--- src/rtl/conv_waddr_gen.sv ---
// conv_waddr_gen: SRAM group B write-side address generator for conv outputs.
// Each pixel of the channel-major, raster-ordered stream is written into the
// bank selected by its row/col parity. The word address selects the 2x2 tile
// and the channel group, and the lane mask selects the channel within the word.
module conv_waddr_gen #(
    parameter int DW    = 8,
    parameter int CH_L1 = 8,
    parameter int CH_L2 = 8
) (
    input  logic            clk,
    input  logic            rst_n,
    input  logic [3:0]      state,
    input  logic            data_valid,
    input  logic [DW-1:0]   data_in,
    output logic            sram_wen_b0,
    output logic            sram_wen_b1,
    output logic            sram_wen_b2,
    output logic            sram_wen_b3,
    output logic [5:0]      sram_waddr_b,
    output logic [3:0]      sram_wordmask_b,
    output logic [4*DW-1:0] sram_wdata_b,
    output logic            layer_done
);

    localparam logic [4:0] CH1_M1 = 5'(CH_L1 - 1);
    localparam logic [4:0] CH2_M1 = 5'(CH_L2 - 1);

    typedef enum logic [1:0] {
        ST_IDLE = 2'd0,
        ST_RUN  = 2'd1,
        ST_DONE = 2'd2
    } fsm_t;

    fsm_t            fsm_r;
    logic [3:0]      code_r;      // layer code currently being written
    logic [2:0]      dim_m1_r;    // DIM-1 of the current layer
    logic [4:0]      ch_m1_r;     // CH-1 of the current layer
    logic [2:0]      col_r;
    logic [2:0]      row_r;
    logic [4:0]      ch_r;
    logic [3:0]      wen_r;
    logic [5:0]      waddr_r;
    logic [3:0]      mask_r;
    logic [4*DW-1:0] wdata_r;
    logic            done_r;

    // True for the two phase codes this block writes outputs for.
    function automatic logic is_layer_code(input logic [3:0] s);
        return (s == 4'd3) || (s == 4'd4);
    endfunction

    // Output side length minus one: 6x6 for layer 1, 5x5 for layer 2.
    function automatic logic [2:0] layer_dim_m1(input logic [3:0] s);
        return (s == 4'd3) ? 3'd5 : 3'd4;
    endfunction

    // Channel count minus one for the selected layer.
    function automatic logic [4:0] layer_ch_m1(input logic [3:0] s);
        return (s == 4'd3) ? CH1_M1 : CH2_M1;
    endfunction

    // Word address: 3x3 tile grid per channel group of four, 7-bit arithmetic.
    function automatic logic [5:0] word_addr(input logic [2:0] r,
                                             input logic [2:0] c,
                                             input logic [4:0] k);
        logic [6:0] a;
        a = ({5'd0, r[2:1]} * 7'd3) + {5'd0, c[2:1]} + ({4'd0, k[4:2]} * 7'd9);
        return a[5:0];
    endfunction

    // Active-low one-cold select of a 4-entry field.
    function automatic logic [3:0] one_cold(input logic [1:0] idx);
        return ~(4'b0001 << idx);
    endfunction

    // Layer sequencing, pixel counters and registered SRAM write outputs.
    always_ff @(posedge clk) begin
        if (!rst_n) begin
            fsm_r    <= ST_IDLE;
            code_r   <= 4'd0;
            dim_m1_r <= 3'd0;
            ch_m1_r  <= 5'd0;
            col_r    <= 3'd0;
            row_r    <= 3'd0;
            ch_r     <= 5'd0;
            wen_r    <= 4'hF;
            waddr_r  <= 6'd0;
            mask_r   <= 4'hF;
            wdata_r  <= '0;
            done_r   <= 1'b0;
        end else begin
            // No write unless a pixel is accepted below.
            wen_r   <= 4'hF;
            waddr_r <= 6'd0;
            mask_r  <= 4'hF;
            wdata_r <= '0;
            done_r  <= 1'b0;
            case (fsm_r)
                ST_IDLE: begin
                    if (is_layer_code(state)) begin
                        fsm_r    <= ST_RUN;
                        code_r   <= state;
                        dim_m1_r <= layer_dim_m1(state);
                        ch_m1_r  <= layer_ch_m1(state);
                        col_r    <= 3'd0;
                        row_r    <= 3'd0;
                        ch_r     <= 5'd0;
                    end else begin
                        fsm_r <= ST_IDLE;
                    end
                end
                ST_RUN: begin
                    if (!is_layer_code(state)) begin
                        // Partial layer dropped; the pixel of this cycle is not written.
                        fsm_r <= ST_IDLE;
                        col_r <= 3'd0;
                        row_r <= 3'd0;
                        ch_r  <= 5'd0;
                    end else if (state != code_r) begin
                        // Layer switch: restart with the new geometry.
                        fsm_r    <= ST_RUN;
                        code_r   <= state;
                        dim_m1_r <= layer_dim_m1(state);
                        ch_m1_r  <= layer_ch_m1(state);
                        col_r    <= 3'd0;
                        row_r    <= 3'd0;
                        ch_r     <= 5'd0;
                    end else if (data_valid) begin
                        wen_r   <= one_cold({row_r[0], col_r[0]});
                        waddr_r <= word_addr(row_r, col_r, ch_r);
                        mask_r  <= one_cold(ch_r[1:0]);
                        wdata_r <= {4{data_in}};
                        if (col_r == dim_m1_r) begin
                            col_r <= 3'd0;
                            if (row_r == dim_m1_r) begin
                                row_r <= 3'd0;
                                ch_r  <= ch_r + 5'd1;
                            end else begin
                                row_r <= row_r + 3'd1;
                            end
                        end else begin
                            col_r <= col_r + 3'd1;
                        end
                        if ((col_r == dim_m1_r) && (row_r == dim_m1_r) && (ch_r == ch_m1_r)) begin
                            done_r <= 1'b1;
                            fsm_r  <= ST_DONE;
                        end else begin
                            fsm_r <= ST_RUN;
                        end
                    end else begin
                        fsm_r <= ST_RUN;
                    end
                end
                ST_DONE: begin
                    if (!is_layer_code(state)) begin
                        fsm_r <= ST_IDLE;
                    end else if (state != code_r) begin
                        fsm_r    <= ST_RUN;
                        code_r   <= state;
                        dim_m1_r <= layer_dim_m1(state);
                        ch_m1_r  <= layer_ch_m1(state);
                        col_r    <= 3'd0;
                        row_r    <= 3'd0;
                        ch_r     <= 5'd0;
                    end else begin
                        fsm_r <= ST_DONE;
                    end
                end
                default: begin
                    fsm_r <= ST_IDLE;
                end
            endcase
        end
    end

    assign sram_wen_b0     = wen_r[0];
    assign sram_wen_b1     = wen_r[1];
    assign sram_wen_b2     = wen_r[2];
    assign sram_wen_b3     = wen_r[3];
    assign sram_waddr_b    = waddr_r;
    assign sram_wordmask_b = mask_r;
    assign sram_wdata_b    = wdata_r;
    assign layer_done      = done_r;

endmodule

--- config.mk ---
export PLATFORM = sky130hd
export DESIGN_NAME = conv_waddr_gen
export DESIGN_NICKNAME = d
export VERILOG_FILES = /design/src/rtl/conv_waddr_gen.sv
export SDC_FILE = /design/constraint.sdc
export NUM_CORES = 1
export LEC_CHECK = 0
export CORE_AREA = 2 2 83 104
export DETAILED_ROUTE_END_ITERATION = 16
export DIE_AREA = 0 0 85 106
export GPL_ROUTABILITY_DRIVEN = 0
export PLACE_DENSITY = 0.57
export SKIP_LAST_GASP = 1
export SYNTH_ARGS = -nofsm -noshare
export SYNTH_HDL_FRONTEND = slang
export SYNTH_SLANG_ARGS = --single-unit
--- constraint.sdc ---
create_clock -name clk -period 3.2 [get_ports clk]
set_input_delay 0.64 -clock clk [delete_from_list [all_inputs] [get_ports clk]]
set_output_delay 0.64 -clock clk [all_outputs]
set_load 0.005 [all_outputs]
==> results.md, run 1 <==
- Result of the run: completed
- Total vias in the final route: 1901
- Count of endpoints failing setup in the final report: 0
- Final Hold Fails: 0
- Delay contributed by the slowest stage of the critical path: 0.55 ns
- Hold WC Path Type: flip-flop to flip-flop
- CP required: 3.38 ns
- Slowest cell on the critical path: sky130_fd_sc_hd__fa_1
- Detailed Place HPWL: ~4000 um
- Remaining global-route overflow: 0
- Final clock skew: 0.00833 ns
- Cell class contributing the biggest share of worst-path delay: adder cells
- Critical path class: flip-flop to flip-flop
- Setup bufs post-CTS: 0
- TritonCTS Buffers: 5
- Iteration-0 DRC Markers: about 70
- Synth Register Bits: 42
- Post-CTS Resized: 0
- Clk_lat worst skew: 0.30 ns
- Clock root cell: sky130_fd_sc_hd__clkbuf_8
- Post-Syn Nets: between 200 and 300
- Core region area: approximately 0.008 mm2
- Via count of the first global-routing pass: 1855
- Number of enable-type register cells in the synthesized netlist: 0
- Total I/O pin count: 62
- Max frequency: 398 MHz
- Setup slack on the worst flop-to-flop path: 0.69 ns
- Startpoint kind of the worst setup timing path: flip-flop
- Synth cell count leaders: sky130_fd_sc_hd__dfxtp_1, sky130_fd_sc_hd__buf_4, sky130_fd_sc_hd__nand2_1
- End point of the critical path: sram_waddr_b[5]$_SDFF_PP0_
- Total of warnings raised by yosys: 0
- Growth of design area from synthesis to finish: 27.4%
- Total inserted antenna cells: 0
- DRC: 0
- First-pass GRT wire length: 8890 um
- Transition at the pin with the smallest max-transition slack: 0.525 ns
- Horizontal extent of the die: between 80 and 90 um
- Die Span Y: ~110 um
- Post-CTS Hold Buffers: 0
- Critical Path Stages: 10
- Cell leakage power: ~1.2 nW
- Most frequently used cell type in the post-synthesis netlist: sky130_fd_sc_hd__dfxtp_1
- Worst relative slew slack: 0.648
- Yosys cell types: 52
- TritonCTS clock tree: built
- Detailed-route wire length per cell: 12.9 um
- Row count: 37
- Area enclosed by the die boundary: 0.00901 mm2
- 1st-pass router iterations: 4
- Unrepaired setup endpoints after global routing: false
- Level count of the clock H-tree: 2
- Clock-pin slew of the registers on the worst-case setup and hold paths: 0.08 ns
- Routed WL: 5090 um
- Instance count of the mapped netlist: 255
- Maximum net fanout on the critical path: 6
- Final antenna-violating net count: 0
- CP arrival: 2.69 ns
- Post-route clock period utilization: 0.785
- PnR Total Power: slightly below 1 mW
- Yosys top cell area share: 0.358
- Clock sinks: 42
- Number of vias per cell: 4.82
- Synth Flop Type: sky130_fd_sc_hd__dfxtp_1
- Critical register-to-register path startpoint: row_r[1]$_SDFFE_PN0P_
- Area leader, netlist: sky130_fd_sc_hd__dfxtp_1
- Final standard cell count with taps included and fillers excluded: 394
- Cell-by-cell trace of the critical path: ha_1 > inv_1 > fa_1 > inv_1 > ha_1 > a21o_1 > a21o_1 > nand2_1 > mux2i_1 > a21oi_1
- CP bufs+invs: 2
- Final number of max-transition violations: 0
- Mean cell area of the mapped netlist: 9.21 um2
- Peak supply drop: 0.138 mV
- Nature of the critical path endpoint: flip-flop
- TNS Setup: 0 ns
- Number of cells traversed by the worst register-to-register path: 10
- Starting density of the core: 0.290
- Overall global routing resource usage: 0.122
- Proportion of register bits with asynchronous set or reset after synthesis: 0
- Final worst path period need: 2.51 ns
- End of the worst register-to-register path: sram_waddr_b[5]$_SDFF_PP0_
- Initial antenna violation count: 0
- Sequential fraction of the synthesis area: 0.358
- Maximum buffer depth of the clock tree: 2
- Share of cells above drive strength 1: 0.0774
- Dpl cells: 386
- Pin count of the biggest net entering global routing: 16
- Number of max-cap violations: 0
- Synth Cell Area: 0.00235 mm2
- Input/output buffers: 61
- Top cells by area, synth: sky130_fd_sc_hd__dfxtp_1, sky130_fd_sc_hd__ha_1, sky130_fd_sc_hd__buf_4
- Layout net count: 332
- CP startpoint: row_r[1]$_SDFFE_PN0P_
- PwrDens: 325 mW/mm2
## metal layers
layer	global-route usage	vias to the layer above	wire length [um]
met4	0.0488	0	83
met3	0.0280	9	275
met5	0	-	0
met2	0.224	59	2650
li1	-	941	-
met1	0.133	892	2080
## flip-flops by register name, summed over array words and instances (netlist names)
register,cells
code_r,4
ch_m1_r,1
wen_r,4
ch_r,5
fsm_r,2
row_r,3
sram_wordmask_b,4
dim_m1_r,1
col_r,3
sram_wdata_b,8
layer_done,1
sram_waddr_b,6
## placed cells by master (no fill, tap or decap), drive strengths merged, types with 2 or more instances in the layout
master	instances
ha	19
and2	10
a211oi	2
xor2	7
nand4	6
nor3	9
clkbuf	6
nor3b	2
nor2	13
o211ai	2
nor4	4
clkdlybuf4s50	61
nand4b	3
a22oi	3
buf	3
inv	16
o21ai	7
or3	3
fa	2
nand2	24
dfxtp	42
a21o	4
a21oi	10
and3	3
xnor2	4
mux2i	5
nand3	7
## where the power goes
group          switching, mW  internal (mW)  total (mW)
registers            0.00279          0.524       0.527
clock network          0.190          0.174       0.364
logic                 0.0457         0.0373      0.0831
total                  0.239          0.735       0.974
## final cells by class
class                   instances  area (um2)
fillers                       785        5110
multi-input cells             167        1240
flip-flops and latches         42         841
repair buffers                 64         633
well taps                      97         121
clock buffers                   6        82.6
inverters                      16        60.1
clock inverters                 2        12.5
## stage by stage
stage	instance area (um2)	hold WS [ns]	util	setup WS [ns]
after global placement	2900	0.478	0.358	0.573
final	2990	0.490	0.370	0.688
after floorplan	2350	0.432	-	0.886
after global routing	2990	0.520	0.370	0.548
after detailed placement	2900	0.487	0.358	0.474
after CTS	2990	0.498	0.370	0.690
## worst reg2reg max path, cell delays in order, from the launching register on
cell and delay (ns):
sky130_fd_sc_hd__dfxtp_1 0.40, sky130_fd_sc_hd__ha_1 0.31, sky130_fd_sc_hd__inv_1 0.05, sky130_fd_sc_hd__fa_1 0.55, sky130_fd_sc_hd__inv_1 0.06, sky130_fd_sc_hd__ha_1 0.28
sky130_fd_sc_hd__a21o_1 0.19, sky130_fd_sc_hd__a21o_1 0.18, sky130_fd_sc_hd__nand2_1 0.09, sky130_fd_sc_hd__mux2i_1 0.19, sky130_fd_sc_hd__a21oi_1 0.09
## cell families (layout without fill, tap and decap cells)
logic type,after synthesis,count (layout),synth area share
AND/OR/NAND/NOR,93,93,0.235
buffers and inverters,46,88,0.113
flip-flops,42,42,0.358
AO/OA/AOI/OAI,36,36,0.106
adder cells (fa/ha/maj),21,21,0.118
XOR/XNOR,11,11,0.0442
multiplexers,6,6,0.0261
## worst min path at each step
stage                            from  cells after the start  slack (ns)                      to
6_report       code_r[1]$_SDFFE_PN0P_                      2        0.49  code_r[1]$_SDFFE_PN0P_
5_1_grt        code_r[1]$_SDFFE_PN0P_                      2        0.52  code_r[1]$_SDFFE_PN0P_
4_1_cts        code_r[1]$_SDFFE_PN0P_                      2        0.50  code_r[1]$_SDFFE_PN0P_
3_5_place_dp   code_r[1]$_SDFFE_PN0P_                      2        0.49  code_r[1]$_SDFFE_PN0P_
3_3_place_gp   code_r[1]$_SDFFE_PN0P_                      2        0.48  code_r[1]$_SDFFE_PN0P_
2_1_floorplan   row_r[0]$_SDFFE_PN0P_                      1        0.43     wen_r[2]$_SDFF_PP1_
Power figures use the tool's default switching activity.
==> run 2: changes to the inputs <==
--- a/config.mk
+++ b/config.mk
@@ -9,7 +9,7 @@
 export DETAILED_ROUTE_END_ITERATION = 16
 export DIE_AREA = 0 0 85 106
 export GPL_ROUTABILITY_DRIVEN = 0
-export PLACE_DENSITY = 0.57
+export PLACE_DENSITY = 0.59
 export SKIP_LAST_GASP = 1
 export SYNTH_ARGS = -nofsm -noshare
 export SYNTH_HDL_FRONTEND = slang
==> constraint.sdc (replaced) <==
create_clock -name clk -period 2.1 [get_ports clk]
set_input_delay 0.42 -clock clk [delete_from_list [all_inputs] [get_ports clk]]
set_output_delay 0.42 -clock clk [all_outputs]
set_load 0.005 [all_outputs]
==> run 2 against run 1 <==
Compared with the run above:
- the run now ends with setup timing left
- maximum frequency rose by 13%
- die area unchanged
- clock skew decreased by 0.00069 ns
- first-iteration DRC count increased by 13%
- register-to-register slack worse by 0.81 ns
- highest routed layer unchanged
- largest power group unchanged
- utilization is 4.5 points higher
- flip-flop and latch count unchanged
==> results.md, run 2 (synthesis gave the netlist of run 1 again) <==
- Clk_lat worst skew: 0.30 ns
- Commonest non-fill, non-tap cell in the layout: sky130_fd_sc_hd__clkdlybuf4s50_1
- Maximum buffer depth of the clock tree: 2
- Critical register-to-register path startpoint: row_r[1]$_SDFFE_PN0P_
- Peak supply drop: 0.370 mV
- Critical path class: flip-flop to flip-flop
- Max frequency: around 450 MHz
- Number of cells traversed by the worst register-to-register path: 10
- Cell class contributing the biggest share of worst-path delay: adder cells
- Initial antenna violation count: 0
- TritonCTS clock tree: built
- Routed WL: 5480 um
- M1 wire length: 2100 um
- Failing checks: setup timing
- Transition at the pin with the smallest max-transition slack: approximately 0.35 ns
- Total vias in the final route: 2059
- Via count of the first global-routing pass: 1961
- Final antenna-violating net count: 0
- Number of max-cap violations: 0
- Worst relative slew slack: 0.764
- PwrDens: 512 mW/mm2
- Clock sinks: between 40 and 50
- CP startpoint: row_r[1]$_SDFFE_PN0P_
- Total cell area at the placement stage: around 0.0031 mm2
- Worst setup margin: -0.124 ns
- TritonCTS Buffers: 5
- Share of cells above drive strength 1: 0.208
- CP arrival: about 2.4 ns
- 1st-pass router iterations: 4
- Row count: 37
- CP bufs+invs: 2
- Unrepaired setup endpoints after global routing: true
- Post-layout util: 0.415
- Final number of max-transition violations: 0
- Uppermost metal layer occupied by signal nets: met4
- Clock root cell: sky130_fd_sc_hd__clkbuf_8
- Critical Path Stages: 10
- Starting density of the core: 0.290
- Layout net count: 362
- Slowest cell on the critical path: sky130_fd_sc_hd__fa_1
- Total inserted antenna cells: 0
- Detailed-route wire length per cell: 12.9 um
- Most used cells in the layout excluding fill and tap cells: sky130_fd_sc_hd__clkdlybuf4s50_1, sky130_fd_sc_hd__dfxtp_1, sky130_fd_sc_hd__buf_4
- Delay contributed by the slowest stage of the critical path: 0.49 ns
- Nature of the critical path endpoint: flip-flop
- Clock-pin slew of the registers on the worst-case setup and hold paths: 0.09 ns
- Largest register FFs: 8
- Final instance area: 0.00336 mm2
- First-pass GRT wire length: 8760 um
- CP required: 2.29 ns
- Length of routed met3 wiring: 293 um
- Level count of the clock H-tree: 2
- Horizontal extent of the die: around 85 um
- Iteration-0 DRC Markers: 77
- Cell-by-cell trace of the critical path: ha_4 > inv_2 > fa_1 > inv_1 > ha_1 > a21o_1 > a21o_1 > nand2_2 > mux2i_1 > a21oi_1
- DRC: 0
- Count of endpoints failing setup in the final report: 2
- Growth of design area from synthesis to finish: 43.0%
- Min-delay src: code_r[1]$_SDFFE_PN0P_
- Maximum net fanout on the critical path: 2
- Total I/O pin count: 62
- Fill cell total of the finished layout: 785
- Area enclosed by the die boundary: 0.00901 mm2
- Count of cells along the worst hold path: 2
- Post-CTS Hold Buffers: 0
- Critical path's most frequent cell: sky130_fd_sc_hd__a21o_1
- Cell leakage power: approximately 1.4 nW
- Startpoint kind of the worst setup timing path: flip-flop
- Final clock skew: 0.00764 ns
- Detailed Place HPWL: 4310 um
- Input/output buffers: 61
- Number of vias per cell: a little under 5
- Met2 Wirelength: roughly 2900 um
- Final worst path period need: 2.22 ns
- Overall global routing resource usage: 0.122
- Post-route clock period utilization: 1.06
- Pin count of the biggest net entering global routing: 16
- Die Span Y: 106 um
- Remaining global-route overflow: 0
- Core region area: 0.00810 mm2
- Final Hold Fails: 0
- Result of the run: finished with violations
- Hold WC Path Type: flip-flop to flip-flop
-- run 2: cell count changes in the layout (fill, tap and decap cells not counted), sizes merged --
cell      change
clkinvlp      -1
clkinv        -1
buf          +30
bufinv        +1
clkbuf        +1
-- run 2: worst min-delay path, delay by kind of cell (launching register included) --
| kind | cells | cell delay, ns |
|---|---|---|
| and+or+nand+nor | 1 | 0.07 |
| DFF | 1 | 0.35 |
| AOI/OAI and AO/OA | 1 | 0.05 |
-- run 2: per-stage QoR --
stage / setup slack (ns) / hold slack, ns / total power [mW] / std cells / TNS (ns)
after floorplan: -0.0954 / 0.432 / 0.895 / 255 / -0.0954
after global placement: -0.265 / 0.475 / 0.968 / 415 / -5.45
after detailed placement: -0.303 / 0.480 / 0.969 / 415 / -6.50
after CTS: -0.141 / 0.493 / 1.73 / 423 / -0.156
after global routing: -0.257 / 0.551 / 1.78 / 424 / -0.894
final: -0.124 / 0.511 / 1.72 / 424 / -0.235
-- run 2: layer usage --
layer  track usage  vias up
met2         0.228       73
met5             0        -
li1              -     1004
met3        0.0248       15
met1         0.120      967
met4        0.0714        0
-- run 2: repair_timing --
action / CTS / global route
endpoints found under the setup margin: 4 / 14
resized for setup: 3 / 11
setup buffers: 0 / 1
pin swaps: 1 / 3
endpoints found under the hold margin: 0 / 0
-- run 2: report_power, final --
| part | switching [mW] | total, mW | internal (mW) |
|---|---|---|---|
| Clock | 0.299 | 0.758 | 0.460 |
| Combinational | 0.0792 | 0.161 | 0.0818 |
| Sequential | 0.00466 | 0.802 | 0.798 |
-- run 2: worst paths after layout --
check        slack [ns]                          to
max               -0.12  sram_waddr_b[5]$_SDFF_PP0_
min                0.51      code_r[1]$_SDFFE_PN0P_
max reg2reg       -0.12  sram_waddr_b[5]$_SDFF_PP0_
min reg2reg        0.51      code_r[1]$_SDFFE_PN0P_
-- run 2: final cells by class --
| type | count | area, um2 | area share |
|---|---|---|---|
| timing repair buffer | 94 | 858 | 0.255 |
| inverter | 16 | 60.1 | 0.0179 |
| sequential | 42 | 846 | 0.252 |
| clock buffer | 7 | 108 | 0.0320 |
| tap | 97 | 121 | 0.0361 |
| multi-input combinational | 167 | 1340 | 0.398 |
| clock inverter | 1 | 30.0 | 0.00894 |
==> run 3: changes to the inputs <==
--- a/config.mk
+++ b/config.mk
@@ -14,3 +14,4 @@
 export SYNTH_ARGS = -nofsm -noshare
 export SYNTH_HDL_FRONTEND = slang
 export SYNTH_SLANG_ARGS = --single-unit
+export TNS_END_PERCENT = 1
==> run 3 against run 2 <==
Compared with the run above:
- the run still ends with setup timing left
- setup slack gained 0.0041 ns
- via count grew 0.15%
- final area down 2.6%
==> results.md, run 3 (synthesis gave the netlist of run 1 again) <==
- Critical register-to-register path startpoint: row_r[1]$_SDFFE_PN0P_
- CP startpoint: row_r[1]$_SDFFE_PN0P_
- Max frequency: 450 MHz
- Cell-by-cell trace of the critical path: ha_4 > inv_2 > fa_1 > inv_1 > ha_1 > a21o_1 > a21o_1 > nand2_2 > mux2i_1 > a21oi_1
- Minimum hold slack: 0.486 ns
- Routing usage on met3: 0.0248
- PwrDens: roughly 520 mW/mm2
- Fill cell total of the finished layout: 790
- Number of max-cap violations: 0
- 1st-pass router iterations: 4
- Horizontal extent of the die: 85 um
- Area occupied by multi-input gates: between 0.001 and 0.0015 mm2
- Final number of max-transition violations: 0
- Number of vias per cell: 4.87
- TritonCTS clock tree: built
- Unrepaired setup endpoints after global routing: true
- Level count of the clock H-tree: 2
- Starting density of the core: 0.290
- Post-route clock period utilization: 1.06
- Global-route met1 utilization: 0.120
- Routed WL: 5400 um
- Number of cells traversed by the worst register-to-register path: 10
- Flip-flop and latch area: between 800 and 900 um2
- Global routing's busiest layer: met2
- Peak supply drop: 0.366 mV
- Largest register FFs: 8
- End of the worst register-to-register path: sram_waddr_b[5]$_SDFF_PP0_
- Initial antenna violation count: 0
- Layout net count: 361
- Nature of the critical path endpoint: flip-flop
- Met2 layer usage reported by global route: 0.228
- Maximum buffer depth of the clock tree: 2
- Clock sinks: 42
- Clock root cell: sky130_fd_sc_hd__clkbuf_8
- Via count of the first global-routing pass: 1953
- Final Hold Fails: 0
- Final clock skew: about 0.01 ns
- Core region area: between 0.008 and 0.009 mm2
- Failing checks: setup timing
- Most used cells in the layout excluding fill and tap cells: sky130_fd_sc_hd__clkdlybuf4s50_1, sky130_fd_sc_hd__dfxtp_1, sky130_fd_sc_hd__buf_4
- Input/output buffers: between 60 and 70
- Clk_lat worst skew: 0.30 ns
- Detailed-route wire length per cell: 12.8 um
- Pin count of the biggest net entering global routing: 16
- CP required: 2.29 ns
- Startpoint kind of the worst setup timing path: flip-flop
- Row count: 37
- Clock-pin slew of the registers on the worst-case setup and hold paths: roughly 0.090 ns
- Post-CTS Hold Buffers: 0
- Hold WC Path Type: flip-flop to flip-flop
- Final worst path period need: 2.22 ns
- Share of cells above drive strength 1: 0.175
- Count of endpoints failing setup in the final report: 2
- Pre-CTS worst setup slack: -0.303 ns
- Critical path's most frequent cell: sky130_fd_sc_hd__a21o_1
- Cell leakage power: 1.38 nW
- Critical path class: flip-flop to flip-flop
- Count of cells along the worst hold path: 2
- Total I/O pin count: 62
- Transition at the pin with the smallest max-transition slack: 0.458 ns
- DRC: 0
- Result of the run: finished with violations
- Final antenna-violating net count: 0
- First-pass GRT wire length: approximately 9000 um
- Area enclosed by the die boundary: around 0.009 mm2
- Commonest non-fill, non-tap cell in the layout: sky130_fd_sc_hd__clkdlybuf4s50_1
- Worst relative slew slack: 0.694
- TritonCTS Buffers: 5
- Total inserted antenna cells: 0
- Detailed Place HPWL: 4310 um
- Setup slack on the worst flop-to-flop path: -0.12 ns
- Worst setup margin: -0.120 ns
- Delay contributed by the slowest stage of the critical path: a little under 0.5 ns
- Setup bufs post-CTS: 0
- End point of the critical path: sram_waddr_b[5]$_SDFF_PP0_
- Slowest cell on the critical path: sky130_fd_sc_hd__fa_1
- Maximum net fanout on the critical path: 2
- Die Span Y: 106 um
- Remaining global-route overflow: 0
- Growth of design area from synthesis to finish: 39.4%
- CP arrival: around 2.4 ns
- Total vias in the final route: approximately 2100
- Iteration-0 DRC Markers: 62
- Overall global routing resource usage: 0.121
-- run 3: changes by cell type in the layout (fill, tap and decap cells not counted), sizes merged --
cell / previous run / this run
buf: 33 / 32
-- run 3: routing by layer --
metal  up-vias  wire length (um)
li1       1007                 -
met2        64              2810
met1       976              2110
met5         -                 0
met4         0               211
met3        15               267
-- run 3: final cells by class --
cell class | count | area share
sequential | 42 | 0.258
inverter | 16 | 0.0183
tap | 97 | 0.0371
timing repair buffer | 93 | 0.260
multi-input combinational | 167 | 0.384
clock inverter | 1 | 0.00917
clock buffer | 7 | 0.0329
-- run 3: how the worst min path moves through the flow --
stage | from | end | slack, ns
6_report | code_r[1]$_SDFFE_PN0P_ | code_r[1]$_SDFFE_PN0P_ | 0.49
5_1_grt | code_r[3]$_SDFFE_PN0P_ | code_r[3]$_SDFFE_PN0P_ | 0.53
4_1_cts | code_r[1]$_SDFFE_PN0P_ | code_r[1]$_SDFFE_PN0P_ | 0.49
3_5_place_dp | code_r[1]$_SDFFE_PN0P_ | code_r[1]$_SDFFE_PN0P_ | 0.48
3_3_place_gp | code_r[1]$_SDFFE_PN0P_ | code_r[1]$_SDFFE_PN0P_ | 0.47
2_1_floorplan | row_r[0]$_SDFFE_PN0P_ | wen_r[2]$_SDFF_PP1_ | 0.43
-- run 3: stage by stage --
stage	util	std cells	cell area [um2]	power (mW)	TNS, ns
after floorplan	-	255	2370	0.895	-0.0954
after detailed placement	0.387	415	3130	0.969	-6.50
final	0.404	423	3270	1.71	-0.213
after global placement	0.387	415	3130	0.968	-5.45
after CTS	0.404	423	3270	1.73	-0.274
after global routing	0.404	423	3270	1.77	-1.35
-- run 3: critical path: cells and delay by family, from the launching register on --
kind | cells | cell delay (ns)
buffers and inverters | 2 | 0.08
and+or+nand+nor | 1 | 0.07
muxes | 1 | 0.18
adders and majority gates | 3 | 1.01
DFF | 1 | 0.36
AOI/OAI and AO/OA | 3 | 0.41
-- run 3: power breakdown --
part,total [mW],internal [mW],leakage [nW],switching (mW)
clock network,0.756,0.460,0.0696,0.296
logic,0.149,0.0758,0.969,0.0737
registers,0.802,0.798,0.340,0.00433
-- run 3: repair_timing --
item / CTS / global route
gates resized for setup: 1 / 0
setup endpoints to repair: 4 / 15
endpoints found under the hold margin: 0 / 0
pin swaps: 0 / 0
